## config.mk

```make
export PLATFORM = sky130hd
export DESIGN_NAME = hdb3_polarity
export DESIGN_NICKNAME = d
export VERILOG_FILES = /design/src/rtl/hdb3_polarity.sv
export SDC_FILE = /design/constraint.sdc
export NUM_CORES = 1
export LEC_CHECK = 0
export BUFFER_PORTS_ARGS = -buffer_cell sky130_fd_sc_hd__buf_2
export CORE_MARGIN = 3
export CORE_UTILIZATION = 48
export CTS_BUF_LIST = sky130_fd_sc_hd__clkbuf_4 sky130_fd_sc_hd__clkbuf_8
export DETAILED_ROUTE_END_ITERATION = 7
export PLACE_DENSITY = 0.76
export SLEW_MARGIN = 20
export SYNTH_ARGS = -nofsm -noshare
export SYNTH_HDL_FRONTEND = slang
export SYNTH_SLANG_ARGS = --single-unit
```

## constraint.sdc

```tcl
create_clock -name i_clk -period 1.6 [get_ports i_clk]
set_input_delay 0.08 -clock i_clk [delete_from_list [all_inputs] [get_ports i_clk]]
set_output_delay 0.08 -clock i_clk [all_outputs]
set_load 0.05 [all_outputs]
```

## src/rtl/hdb3_polarity.sv

```systemverilog
// hdb3_polarity: final HDB3 stage; assigns line polarity to 0/1/V/B symbols,
// drives two-rail and signed bipolar outputs, monitors zero runs and DC disparity.
module hdb3_polarity #(
    parameter int DW           = 4,
    parameter int MAX_ZERO_RUN = 3
) (
    input  logic                 i_clk,
    input  logic                 i_rst_n,
    input  logic                 i_in_valid,
    input  logic [1:0]           i_code_in,
    output logic                 o_out_valid,
    output logic                 o_pos_out,
    output logic                 o_neg_out,
    output logic [1:0]           o_bip_out,
    output logic                 o_zero_run_err,
    output logic signed [DW-1:0] o_disparity
);
    localparam int                   ZW   = $clog2(MAX_ZERO_RUN + 2);
    localparam logic [ZW-1:0]        ZMAX = ZW'(MAX_ZERO_RUN);
    localparam logic [ZW-1:0]        ZSAT = ZW'(MAX_ZERO_RUN + 1);
    localparam logic [ZW-1:0]        ZONE = ZW'(1);
    localparam logic signed [DW-1:0] DMAX = {1'b0, {(DW-1){1'b1}}};
    localparam logic signed [DW-1:0] DMIN = {1'b1, {(DW-1){1'b0}}};
    localparam logic signed [DW-1:0] DONE = DW'(1);

    logic                 r_last_pol;
    logic [ZW-1:0]        r_zrun;
    logic signed [DW-1:0] r_disp;
    logic                 r_valid;
    logic                 r_pos;
    logic                 r_neg;
    logic                 r_err;

    logic                 w_pulse;
    logic                 w_zero;
    logic                 w_toggle;
    logic                 w_pol;
    logic [ZW-1:0]        w_zrun_next;
    logic signed [DW-1:0] w_disp_next;

    // Marks (01) and B pulses (10) alternate; V (11) repeats the last polarity.
    assign w_pulse  = i_in_valid & (i_code_in != 2'b00);
    assign w_zero   = i_in_valid & (i_code_in == 2'b00);
    assign w_toggle = i_code_in[0] ^ i_code_in[1];
    assign w_pol    = w_toggle ? ~r_last_pol : r_last_pol;

    always_comb begin
        w_zrun_next = w_zero  ? ((r_zrun == ZSAT) ? r_zrun : r_zrun + ZONE) :
                      w_pulse ? '0 : r_zrun;
        w_disp_next = !w_pulse ? r_disp :
                      w_pol    ? ((r_disp == DMAX) ? r_disp : r_disp + DONE) :
                                 ((r_disp == DMIN) ? r_disp : r_disp - DONE);
    end

    always_ff @(posedge i_clk or negedge i_rst_n) begin
        if (!i_rst_n) begin
            r_last_pol <= 1'b0;
            r_zrun     <= '0;
            r_disp     <= '0;
            r_valid    <= 1'b0;
            r_pos      <= 1'b0;
            r_neg      <= 1'b0;
            r_err      <= 1'b0;
        end else begin
            r_valid    <= i_in_valid;
            r_pos      <= w_pulse & w_pol;
            r_neg      <= w_pulse & ~w_pol;
            r_err      <= w_zero & (r_zrun == ZMAX);
            r_zrun     <= w_zrun_next;
            r_disp     <= w_disp_next;
            if (w_pulse) r_last_pol <= w_pol;
        end
    end

    assign o_out_valid    = r_valid;
    assign o_pos_out      = r_pos;
    assign o_neg_out      = r_neg;
    assign o_bip_out      = {r_neg, r_pos | r_neg};
    assign o_zero_run_err = r_err;
    assign o_disparity    = r_disp;
endmodule
```

# After elaboration in Yosys (flattened, before gate mapping)
# Index checks and enable logic that the tools add are counted.
# word_totals
regBits	12
inputBits	5
out_inout_bits	10
elab_cells	38
# classes
addsub	3
eq_ne	7
mux	7
n_bitwise	9
reduce_logical	5
# op_table
operator	count
4-bit two-way mux	3
3-bit two-way mux	3
4-bit == test, second input constant	2
2-bit != test, second input constant	3
1-bit AND	5
4-bit by 2-bit adder with 4-bit output, second input constant	1
2-bit nonzero test	2
4-bit by 2-bit subtractor with 4-bit output, second input constant	1
3-bit by 1-bit adder with 3-bit output, second input constant	1
3-bit by 2-bit == test with 1-bit output, second input constant	1
3-bit == test, second input constant	1
3-bit AND reduction	1
2-bit logical NOT	1
1-bit inverter	2
2-bit AND reduction	1
1-bit two-way mux	1
1-bit bitwise OR	1
1-bit bitwise XOR	1

# Depth between registers and ports, before layout
# Gate-level depths: netlist (run 1).
# logic_depth
word_depth	4
depth_mapped	8
ltp_nobuf	8

# Worst setup path before layout (run 1)
# OpenSTA, ideal clock, no wires.
# synth_path
kind	flip-flop to flip-flop
start	register r_disp[1] (netlist: o_disparity[1])
end	register r_disp[2] (netlist: o_disparity[2])
setup_time_ns	0.147
arrival_time_ns	1.483
required_ns	1.453
setup_slack_ns	-0.030
stages_incl_launch_ff	5
path_buffers	0
period_less_slack_ns	1.630
path_cell_list	dfrtp_1 > xor2_1 > ha_1 > o41ai_2 > xor2_1
# synth_between
elab_chain_cells	3
elab_cells_between_ends	10
cone_classes	add/sub (2); eq/ne (4); mux (3); reduce/logical (1)
# synth_lines
item	line	source
start, declared	28	logic signed [DW-1:0] r_disp;
start signal, assigned	70	r_disp <= w_disp_next;
4-bit by 2-bit subtractor with 4-bit output, or another cell as far along	52	((r_disp == DMIN) ? r_disp : r_disp - DONE);
4-bit two-way mux, or another cell as far along	52	
4-bit two-way mux or 3-bit AND reduction (tied branches)	--	
# Several ways; a longest one is shown, not always the timed one. The select of a mux whose other input is x is not followed.
# A chain may end at the register's enable or synchronous reset.

# Worst setup path after layout (run 1)
# layout_path
start	register r_last_pol
end	register r_disp[2] (netlist: o_disparity[2])
# layout_between
elab_chain_cells	4
elab_cells_between_ends	6
cone_classes	eq/ne (2); mux (2); bitwise (1); reduce/logical (1)
# layout_lines
item	line	source
start, declared	26	logic r_last_pol;
start signal, assigned	71	if (w_pulse) r_last_pol <= w_pol;
1-bit inverter	45	assign w_pol = w_toggle ? ~r_last_pol : r_last_pol;
1-bit two-way mux *	45	
2-bit != test (no line)	--	
3-bit AND reduction (no line)	--	
# Mark *: on every way between the ends. The rest lies on a longest branch, timed or not.

==> summary.md, run 1 <==
| Metric | Value |
|---|---|
| R2r startpoint | r_last_pol |
| Top-area cell type share of the netlist area | 0.455 |
| Worst-Margin Slew | 342 ps |
| Placed Instances | 89 |
| Ant. Diodes | 0 |
| Largest net degree at the start of global routing | 13 |
| Clock Latency Late Sink | 280 ps |
| Combinational Power Share | 0.518 |
| Cell Pwr Density | 1880 nW/um^2 |
| Yosys reg bits | 12 |
| Synth warnings | 0 |
| Vias/cell | 5.48 |
| Sequential area share after synthesis | 0.455 |
| Largest family of logic cells by synthesized area | simple AND/OR/NAND/NOR gates |
| Synth Cell Area | 659 um^2 |
| Max-Cap Viols | 0 |
| Worst reg2reg path endpoint | o_disparity[2] |
| Max layer used | met4 |
| Num CTS Buffers | 3 |
| CP startpoint | r_last_pol |
| Final hold vios | 0 |
| Top cells by area, synth | dfrtp_1 46%, ha_1 9.5%, xnor2_4 4.2%, o21ai_0 3.8%, inv_1 3.4% |
| Slew Limit Fails | 0 |
| Die footprint | 1850 um^2 |
| Die H | 43.1 um |
| Clock sinks | 12 |
| Clock slew at reported path FFs | 80 ps |
| Compound-Gate Fraction of Synth Area | 0.159 |
| Global Route Usage Sum | 0.154 |
| Congestion Overflow GR | 0 |
| Remaining DRCs | 0 |
| Switch Pwr | 732 uW |
| Cell leakage power | 0.000401 uW |
| FF-to-FF setup slack | 90 ps |
| Initial Util | 0.549 |
| Share of total power in the clock network | 0.143 |
| Number of DRC markers in iteration 0 | 15 |
| Crit path DAT | 1720 ps |
| Post-DP HPWL | 848 um |
| Post-synthesis simple-gate area fraction | 0.163 |
| Critical Path RT | 1810 ps |
| VDD IR max | 1.22 mV |
| RSZ-0062 raised after global routing | false |
| XOR/XNOR Fraction of Synth Area | 0.0816 |
| Setup-failing EPs final | 0 |
| Clock root cell | clkbuf_4 |
| Area leader, netlist | dfrtp_1 |
| Critical Path Sink Type | register |
| Post-Syn Nets | 71 |
| Min-Delay Path Class | input pin to asynchronous set/reset pin |
| Via count | 526 |
| Met3 Wirelength | 88 um |
| CTS Buffer Depth | 2 |
| Total power | 1520 uW |
| WL/cell | 12.4 um |
| Post-Synth Adder-Cell Area | 0.0949 |
| Worst hold slack | 203 ps |
| Crit path max fanout | 2 |
| NumNets Final | 93 |
| Num rows | 12 |
| Finished Layout Cells | 96 |
| Crit start category | register |
| Final RePlAce weighted congestion | 0.781 |
| Met2 Wirelength | 511 um |
| Vias in the first global route | 473 |
| Initial antenna violation count | 0 |
| Layout area overhead | 22.4% |
| Syn Area/Cell | 10.8 um^2 |
| Htree depth | 1 |
| Die X | 43.1 um |
| Worst slew margin | 0.771 |
| Port Buffers | 14 |
| Crit path capture | o_disparity[2] |
| Share of cells above drive strength 1 | 0.317 |
| Total core area | 1200 um^2 |
| R2R depth | 5 |
| Seq pwr share | 0.339 |
| Distinct cells, synth | 29 |
| Clock Skew | 8.76 ps |
| Crit Path Class | register to register |
| Max Fclk | 0.663 GHz |
| Post-route cell area | 807 um^2 |
| Internal | 784 uW |
| CTS tree | done |
| Final worst-path cycle share | 0.942 |
| DRT Pass-1 Iters | 4 |
| Post-route ant nets | 0 |
| M1 WL | 556 um |
| First-pass GRT wire length | 2070 um |
| Total wire length | 1190 um |
| # IOs | 15 |
| Switching Fraction | 0.483 |
| Crit path time final | 1510 ps |
| Instance area at placement | 748 um^2 |
| Multiplexer share of the synthesized area | 0 |
| Post-Syn Instances | 61 |
| Status | finished clean |
power groups by stage:
stage               combinational (uW)  clock [uW]  sequential (uW)
global placement                   747           0              511
detailed placement                 758           0              516
CTS                                763         220              509
global route                       839         236              532
finish                             785         217              514
floorplan                          376           0              721
logic make-up (layout without fill, tap and decap cells):
| kind of cell | count (synthesis) | in the layout |
|---|---|---|
| AOI/OAI and AO/OA | 15 | 15 |
| xor gates and xnor gates | 4 | 4 |
| adders and majority gates | 5 | 5 |
| buffers and inverters | 7 | 28 |
| DFF | 12 | 12 |
| and+or+nand+nor | 18 | 18 |
metal layers:
| metal | vias to the layer above | GRT usage |
|---|---|---|
| li1 | 255 | - |
| met1 | 246 | 0.208 |
| met2 | 20 | 0.201 |
| met3 | 5 | 0.0508 |
| met4 | 0 | 0.108 |
| met5 | - | 0 |
stage by stage:
stage,TNS (ps),util,worst slack (ps)
global placement,-53.8,0.623,-53.8
floorplan,0,-,24.2
finish,0,0.672,92.6
global route,0,0.672,0.265
detailed placement,-94.6,0.623,-79.8
CTS,0,0.656,17.5
cell type report:
type	instances	area, um^2
multi-input combinational	42	329
tap	14	17.5
fill	97	394
inverter	6	22.5
sequential	12	303
clock buffer	4	30.0
timing repair buffer	18	105
worst min-delay path by stage:
stage / startpoint / endpoint / slack, ps / cells after the start
floorplan: i_rst_n / o_disparity[0] / -220 / 0
global placement: i_rst_n / r_zrun[2] / -30 / 1
CTS: i_in_valid / o_out_valid / 2 / 1
finish: i_rst_n / o_disparity[0] / 200 / 2
global route: i_rst_n / o_disparity[0] / 220 / 2
detailed placement: i_rst_n / r_zrun[2] / -30 / 1
flip-flops by register name (all words and copies together), names as in the netlist:
register and count:
o_disparity 4, o_neg_out 1, o_out_valid 1, o_pos_out 1, o_zero_run_err 1, r_last_pol 1, r_zrun 3
repair_timing:
| action | in CTS | in global routing |
|---|---|---|
| setup buffers | 0 | 1 |
| hold buffers | 1 | 1 |
| gates resized for setup | 0 | 1 |
| endpoints found under the setup margin | 0 | 2 |
| hold endpoints to repair | 12 | 1 |
cells in the final DEF, fill, tap and decap left out:
cell type      count
dfrtp_1           10
xor2_1             2
buf_4              2
o21ai_0            5
nor3b_1            2
o311ai_0           1
or2_2              1
o22ai_1            1
o31ai_1            1
and2_1             1
a21oi_1            2
xnor2_4            1
ha_1               5
and3_1             2
nor2b_1            1
xnor2_1            1
nor2_1             3
dfrtp_2            2
o21a_1             1
nand2b_1           1
dlygate4sd3_1      2
nand3_1            1
buf_2             14
and2b_1            1
nand2_1            2
nand2_2            1
a21boi_0           1
o41ai_2            1
a31oi_1            1
nand4b_1           2
clkbuf_4           4
o32a_1             1
inv_1              6
worst max-delay path, cell delays in order, from the launching register on:
cell     delay [ps]
dfrtp_2         450
xnor2_4         150
xor2_1          140
ha_1            210
o41ai_2         310
xor2_1          170
cells in the mapped netlist:
cell / count
a21boi_0: 1
a21oi_1: 2
a31oi_1: 1
and2_1: 1
and2b_1: 1
and3_1: 2
buf_4: 1
dfrtp_1: 12
ha_1: 5
inv_1: 6
nand2_1: 2
nand2_2: 1
nand2b_1: 1
nand3_1: 1
nand4b_1: 2
nor2_1: 3
nor2b_1: 1
nor3b_1: 2
o21a_1: 1
o21ai_0: 5
o22ai_1: 1
o311ai_0: 1
o31ai_1: 1
o32a_1: 1
o41ai_2: 1
or2_2: 1
xnor2_1: 1
xnor2_4: 1
xor2_1: 2
No activity file was read; power rests on OpenSTA's default activity.
==> run 2, diff against run 1 <==
--- a/config.mk
+++ b/config.mk
@@ -5,12 +5,14 @@
 export SDC_FILE = /design/constraint.sdc
 export NUM_CORES = 1
 export LEC_CHECK = 0
+export ABC_AREA = 1
 export BUFFER_PORTS_ARGS = -buffer_cell sky130_fd_sc_hd__buf_2
 export CORE_MARGIN = 3
-export CORE_UTILIZATION = 48
+export CORE_UTILIZATION = 50
 export CTS_BUF_LIST = sky130_fd_sc_hd__clkbuf_4 sky130_fd_sc_hd__clkbuf_8
 export DETAILED_ROUTE_END_ITERATION = 7
-export PLACE_DENSITY = 0.76
+export GPL_TIMING_DRIVEN = 0
+export PLACE_DENSITY = 0.78
 export SLEW_MARGIN = 20
 export SYNTH_ARGS = -nofsm -noshare
 export SYNTH_HDL_FRONTEND = slang
==> summary.md, run 2 <==
| Metric | Value |
|---|---|
| Status | finished clean |
| Area leader, netlist | dfrtp_1 |
| Seq pwr share | 0.324 (-0.015) |
| Synth warnings | 0 (unchanged) |
| Distinct cells, synth | 18 (-38%) |
| Clock Skew | 0.211 ps (-8.55 ps) |
| Internal | 735 uW (-6.2%) |
| R2R depth | 12 (+7) |
| GRT met3 Usage | 0.0366 (-0.0143) |
| Worst-Margin Slew | 262 ps (-80.8 ps) |
| Cell Pwr Density | 1640 nW/um^2 (-13%) |
| Post-DP HPWL | 1040 um (+23%) |
| Post-Syn Instances | 96 (+57%) |
| Yosys reg bits | 12 (unchanged) |
| Top cells by area, synth | dfrtp_1 41%, nand2_1 13%, inv_1 8.7%, ha_1 8.6%, nand3_1 7.5% |
| Critical Path RT | 1770 ps (-40 ps) |
| Final worst-path cycle share | 0.931 (-0.0114) |
| # IOs | 15 (unchanged) |
| Setup-failing EPs final | 0 (unchanged) |
| CTS Buffer Depth | 2 (unchanged) |
| Post-synth EDFFs | 0 (unchanged) |
| Top-count cell post-synth | nand2_1 |
| Crit path time final | 1490 ps (-18.3 ps) |
| Clock sinks | 12 (unchanged) |
| Instance area at placement | 820 um^2 (+9.5%) |
| Combinational Power Share | 0.507 (-0.011) |
| Global Route Usage Sum | 0.162 (+0.00845) |
| Main synth FF type | dfrtp_1 |
| Number of DRC markers in iteration 0 | 16 (+1) |
| Slowest Stage Delay on Critical Path | 420 ps (-30 ps) |
| Num CTS Buffers | 3 (unchanged) |
| Crit path DAT | 1660 ps (-60 ps) |
| WL/cell | 9.82 um (-21%) |
| R2r startpoint | r_last_pol |
| Synth Cell Area | 731 um^2 (+11%) |
| Asr flop ratio synth | 1.00 (unchanged) |
| Via count | 638 (+21%) |
| Setup TNS | 0 ps (unchanged) |
| Max-Cap Viols | 0 (unchanged) |
| First-pass GRT wire length | 2330 um (+13%) |
| Crit Path Class | register to register |
| Grt peak-use layer | met2 |
| Worst reg2reg path endpoint | o_disparity[2] |
| VDD IR max | 1.01 mV (-18%) |
| Most Frequent Cell on Critical Path | nand2_1 |
| Top-area cell type share of the netlist area | 0.411 (-0.0444) |
| Total wire length | 1290 um (+8.2%) |
| Final WS setup | 111 ps (+18.3 ps) |
| Final hold vios | 0 (unchanged) |
| Slowest cell on crit path | dfrtp_1 |
| Switch Pwr | 708 uW (-3.2%) |
| Most common cell after layout, fill and taps aside | nand2_1 |
| Crit start category | register |
| CTS tree | done |
| Initial antenna violation count | 0 (unchanged) |
| Largest net degree at the start of global routing | 13 (unchanged) |
| DRT Pass-1 Iters | 4 (unchanged) |
| FF-to-FF setup slack | 110 ps (+20 ps) |
| Clock Latency Late Sink | 270 ps (about the same) |
| Total core area | 1330 um^2 (+11%) |
| Sequential area share after synthesis | 0.411 (-0.0444) |
| Post-Syn Nets | 106 (+49%) |
| Syn Area/Cell | 7.61 um^2 (-30%) |
| Final Core Density | 0.659 (-0.0133) |
| Clock root cell | clkbuf_4 |
| Vias in the first global route | 609 (+29%) |
| Number of setup buffers added after CTS | 0 (unchanged) |
| Port Buffers | 14 (unchanged) |
| FILL cells | 115 (+19%) |
| CP Cell Sequence | inv_2 > nand2_1 > nand2_2 > xor2_1 > ha_1 > inv_1 > nand2_1 > inv_1 > nand2_1 > nand2_1 > nand2_1 > nand2_1 |
| Setup WS pre-CTS | -44.5 ps (+35.4 ps) |
| Num rows | 13 (+1) |
| Vias/cell | 4.87 (-11%) |
| Layout area overhead | 20.2% |
| Max FFs per register | 4 (unchanged) |
| Die footprint | 1960 um^2 (+5.5%) |
| Share of cells above drive strength 1 | 0.276 (-0.0412) |
| NumNets Final | 127 (+37%) |
| Share of total power in the clock network | 0.169 (+0.026) |
| Htree depth | 1 (unchanged) |
| Die H | 44.2 um (+2.7%) |
| Critical Path Sink Type | register |
| Most frequent cells in the layout | 25 x nand2_1, 17 x inv_1, 14 x buf_2 |
| Post-route ant nets | 0 (unchanged) |
| Worst slew margin | 0.826 (+0.0544) |
| Post-route cell area | 878 um^2 (+8.8%) |
| Initial Util | 0.548 (-0.00112) |
| Switching Fraction | 0.491 (+0.00802) |
| M1 GR Usage | 0.201 (-0.00739) |
| Post-synth top cells | 26 x nand2_1, 17 x inv_1, 12 x dfrtp_1, 11 x nand3_1 |
| RSZ-0062 raised after global routing | false |
| Worst hold slack | 211 ps (+8.39 ps) |
| Ant. Diodes | 0 (unchanged) |
| Min-Delay Path Class | input pin to asynchronous set/reset pin |
| Slew Limit Fails | 0 (unchanged) |
| Cell leakage power | 0.000512 uW (+28%) |
| Final RePlAce weighted congestion | 0.829 (+6.1%) |
| Crit path max fanout | 3 (+1) |
| Clock slew at reported path FFs | 80 ps (about the same) |
| Met2 track demand over resource | 0.267 (+0.0668) |
| Congestion Overflow GR | 0 (unchanged) |
| Die X | 44.2 um (+2.7%) |
| Max Fclk | 0.672 GHz (+1.2%) |
| Remaining DRCs | 0 (unchanged) |
[run 2: cell count changes in the layout (fill, tap and decap cells not counted), sizes merged, moves of 3 or more]
cell,previous run,this run
inv,6,20
nand2,3,31
nand3,1,11
nor2,3,8
o21ai,5,2
[run 2: how the worst max path moves through the flow]
stage               cells past startpoint              to  slack [ps]           start
finish                                 12  o_disparity[2]         110      r_last_pol
global placement                       15  o_disparity[2]           3    i_code_in[0]
global route                           12  o_disparity[2]          20      r_last_pol
floorplan                               9  o_disparity[2]         150  o_disparity[1]
detailed placement                     15  o_disparity[2]         -40    i_code_in[0]
CTS                                    12  o_disparity[2]          90      r_last_pol
[run 2: logic make-up (layout without fill, tap and decap cells)]
kind of cell	after synthesis	in the layout	synth area share
xor+xnor	1	1	0.0120
fa+ha+maj	5	5	0.0856
simple gates	51	51	0.337
buf+inv	22	42	0.118
compound gates	5	5	0.0360
flops	12	12	0.411
[run 2: area by class of cell]
type | count | area (um^2) | area share
Clock buffer | 4 | 36.3 | 0.0413
Timing Repair Buffer | 16 | 90.1 | 0.103
Multi-Input combinational cell | 62 | 347 | 0.395
Buffer | 1 | 7.51 | 0.00855
Inverter | 21 | 78.8 | 0.0897
Sequential cell | 12 | 300 | 0.342
Tap cell | 15 | 18.8 | 0.0214
[run 2: what timing repair did]
action / 4_1_cts / 5_1_grt
resized for setup: 0 / 1
hold endpoints to repair: 13 / 0
setup endpoints to repair: 0 / 1
hold buffers: 2 / 0
[run 2: per-stage QoR]
step	total power, uW	instances
5_1_grt	1560	131
6_report	1440	131
4_1_cts	1450	131
2_1_floorplan	1040	96
3_5_place_dp	1200	125
3_3_place_gp	1180	125
[run 2: metal layers]
layer / part of all wire / vias to the layer above
li1: - / 334
met1: 0.46 / 284
met2: 0.46 / 16
met3: 0.059 / 4
met4: 0.016 / 0
met5: 0 / -
[run 2: worst max-delay path: cells and delay by family (launching register included)]
kind / cells / cell delay (ps)
and+or+nand+nor: 7 / 490
DFF: 1 / 420
adders and majority gates: 1 / 160
buffers and inverters: 3 / 170
xor gates and xnor gates: 1 / 160
[run 2: power groups by stage]
stage	registers (uW)	clock network, uW	logic [uW]
after floorplan	650	0	393
after global placement	472	0	713
after CTS	468	247	735
after detailed placement	475	0	728
after global routing	483	261	816
final	468	243	732
==> run 3, diff against run 2 <==
--- a/config.mk
+++ b/config.mk
@@ -7,12 +7,14 @@
 export LEC_CHECK = 0
 export ABC_AREA = 1
 export BUFFER_PORTS_ARGS = -buffer_cell sky130_fd_sc_hd__buf_2
+export CELL_PAD_IN_SITES_DETAIL_PLACEMENT = 1
+export CELL_PAD_IN_SITES_GLOBAL_PLACEMENT = 1
 export CORE_MARGIN = 3
-export CORE_UTILIZATION = 50
+export CORE_UTILIZATION = 36
 export CTS_BUF_LIST = sky130_fd_sc_hd__clkbuf_4 sky130_fd_sc_hd__clkbuf_8
 export DETAILED_ROUTE_END_ITERATION = 7
 export GPL_TIMING_DRIVEN = 0
-export PLACE_DENSITY = 0.78
+export PLACE_DENSITY = 0.77
 export SLEW_MARGIN = 20
 export SYNTH_ARGS = -nofsm -noshare
 export SYNTH_HDL_FRONTEND = slang
==> constraint.sdc (replaced) <==
create_clock -name i_clk -period 1.6 [get_ports i_clk]
set_input_delay 0.08 -clock i_clk [delete_from_list [all_inputs] [get_ports i_clk]]
set_output_delay 0.08 -clock i_clk [all_outputs]
set_load 0.1 [all_outputs]
==> summary.md, run 3 (synthesized netlist as in run 2, its figures left out) <==
| Metric | Value |
|---|---|
| Status | finished clean |
| Number of DRC markers in iteration 0 | 8 (-8) |
| Critical Path Sink Type | register |
| Final worst-path cycle share | 0.923 (-0.00774) |
| DRT Pass-1 Iters | 4 (unchanged) |
| Die H | 51.1 um (+15%) |
| Congestion Overflow GR | 0 (unchanged) |
| Share of total power in the clock network | 0.139 (-0.030) |
| Worst reg2reg path endpoint | o_disparity[2] |
| Share of cells above drive strength 1 | 0.380 (+0.104) |
| Clock Latency Late Sink | 280 ps (about the same) |
| Max FFs per register | 4 (unchanged) |
| Worst slew margin | 0.677 (-0.149) |
| Most common cell after layout, fill and taps aside | nand2_1 |
| Die X | 51.1 um (+15%) |
| Setup-failing EPs final | 0 (unchanged) |
| Worst-Margin Slew | 488 ps (+227 ps) |
| Seq pwr share | 0.269 (-0.055) |
| Clock slew at reported path FFs | 80 ps (about the same) |
| Most frequent cells in the layout | 22 x nand2_1, 16 x inv_1, 14 x buf_2 |
| Initial Util | 0.401 (-0.146) |
| Via count | 672 (+5.3%) |
| Clock root cell | clkbuf_4 |
| Layout area overhead | 30.5% |
| Switch Pwr | 1010 uW (+43%) |
| CTS tree | done |
| Num rows | 15 (+2) |
| Total wire length | 1760 um (+37%) |
| Final Core Density | 0.524 (-0.135) |
| Slew Limit Fails | 0 (unchanged) |
| Num CTS Buffers | 3 (unchanged) |
| Final hold vios | 0 (unchanged) |
| Total core area | 1820 um^2 (+36%) |
| Largest net degree at the start of global routing | 13 (unchanged) |
| Max Fclk | 0.677 GHz (+0.84%) |
| Critical Path RT | 1770 ps (about the same) |
| Crit path DAT | 1650 ps (about the same) |
| Cell Pwr Density | 1890 nW/um^2 (+15%) |
| Post-DP HPWL | 1340 um (+28%) |
| Switching Fraction | 0.561 (+0.0706) |
| R2R depth | 12 (unchanged) |
| R2r startpoint | r_last_pol |
| WL/cell | 12.0 um (+23%) |
| Remaining DRCs | 0 (unchanged) |
| Vias in the first global route | 684 (+12%) |
| FF-to-FF setup slack | 120 ps (about the same) |
| First-pass GRT wire length | 2970 um (+27%) |
| # IOs | 15 (unchanged) |
| CTS Buffer Depth | 2 (unchanged) |
| VDD IR max | 1.87 mV (+86%) |
| Crit path time final | 1480 ps (-12.4 ps) |
| Crit path max fanout | 3 (unchanged) |
| FILL cells | 247 (+110%) |
| Crit Path Class | register to register |
| Total power | 1800 uW (+25%) |
| NumNets Final | 132 (+3.9%) |
| Initial antenna violation count | 0 (unchanged) |
| Ant. Diodes | 0 (unchanged) |
| Final RePlAce weighted congestion | 0.805 (-2.8%) |
| Port Buffers | 14 (unchanged) |
| Cell leakage power | 0.000537 uW (+4.9%) |
| Vias/cell | 4.60 (-5.5%) |
| Internal | 791 uW (+7.6%) |
| Global Route Usage Sum | 0.153 (-0.00941) |
| Max-Cap Viols | 0 (unchanged) |
| Htree depth | 1 (unchanged) |
| Worst hold slack | 197 ps (-14.4 ps) |
| Clock Skew | 5.73 ps (+5.52 ps) |
| Min-Delay Path Class | input pin to asynchronous set/reset pin |
| Crit start category | register |
| Clock sinks | 12 (unchanged) |
| Combinational Power Share | 0.592 (+0.085) |
| Post-route ant nets | 0 (unchanged) |
| Die footprint | 2610 um^2 (+33%) |
==> run 3: changes by cell type in the layout (fill, tap and decap cells not counted) <==
cell	delta
ha_2	+1
nand2_2	+1
nand2_1	-3
buf_4	+5
inv_2	+1
inv_1	-1
dfrtp_1	-4
ha_1	-1
dfrtp_2	+4
nand2_4	+2
==> run 3: timing repair <==
| action | CTS | global route |
|---|---|---|
| hold buffers | 2 | 0 |
| buffers inserted | 0 | 5 |
| hold endpoints to repair | 13 | 0 |
| gates resized for setup | 0 | 8 |
| setup endpoints to repair | 0 | 1 |
==> run 3: stage by stage <==
step	TNS, ps	cells	instance area (um^2)	setup slack (ps)
after floorplan	0	96	736	31.1
after global placement	-7.97	135	837	-7.97
after detailed placement	-134	135	837	-134
after CTS	0	141	893	18.3
after global routing	-45.0	146	953	-45.0
final	0	146	953	123
==> run 3: worst max path at each step <==
| stage | endpoint | cells past startpoint | start |
|---|---|---|---|
| after CTS | o_disparity[2] | 12 | r_last_pol |
| final | o_disparity[2] | 12 | r_last_pol |
| after global placement | o_disparity[2] | 15 | i_code_in[0] |
| after floorplan | o_bip_out[0] | 1 | o_neg_out |
| after global routing | o_disparity[2] | 12 | r_last_pol |
| after detailed placement | o_disparity[2] | 15 | i_code_in[0] |
==> run 3: cell type report <==
cell class	count	area [um^2]	share of cell area
inverters	21	78.8	0.0827
plain buffers	1	7.51	0.00787
clock buffers	4	36.3	0.0381
multi-input cells	62	367	0.385
flip-flops and latches	12	305	0.320
repair buffers	21	128	0.134
well taps	25	31.3	0.0328
==> run 3: layer usage <==
metal  up-vias  GRT usage  wire length (um)
li1        342          -                 -
met2        20      0.273               895
met1       308      0.174               749
met3         2     0.0379                91
met4         0     0.0538                21
met5         -          0                 0
==> run 3: power by group through the flow <==
stage	registers, uW	clock network, uW	logic [uW]
4_1_cts	487	263	1000
2_1_floorplan	867	0	425
3_5_place_dp	493	0	993
6_report	485	250	1070
5_1_grt	505	276	1150
3_3_place_gp	485	0	965
==> run 3: critical path, cell delays in order, from the launching register on <==
cell     delay [ps]
dfrtp_1         420
inv_2           100
nand2_4          60
nand2_4          80
xor2_1          170
ha_2            190
inv_2            40
nand2_2          50
inv_1            40
nand2_1          50
nand2_1          50
nand2_1          50
nand2_1          60
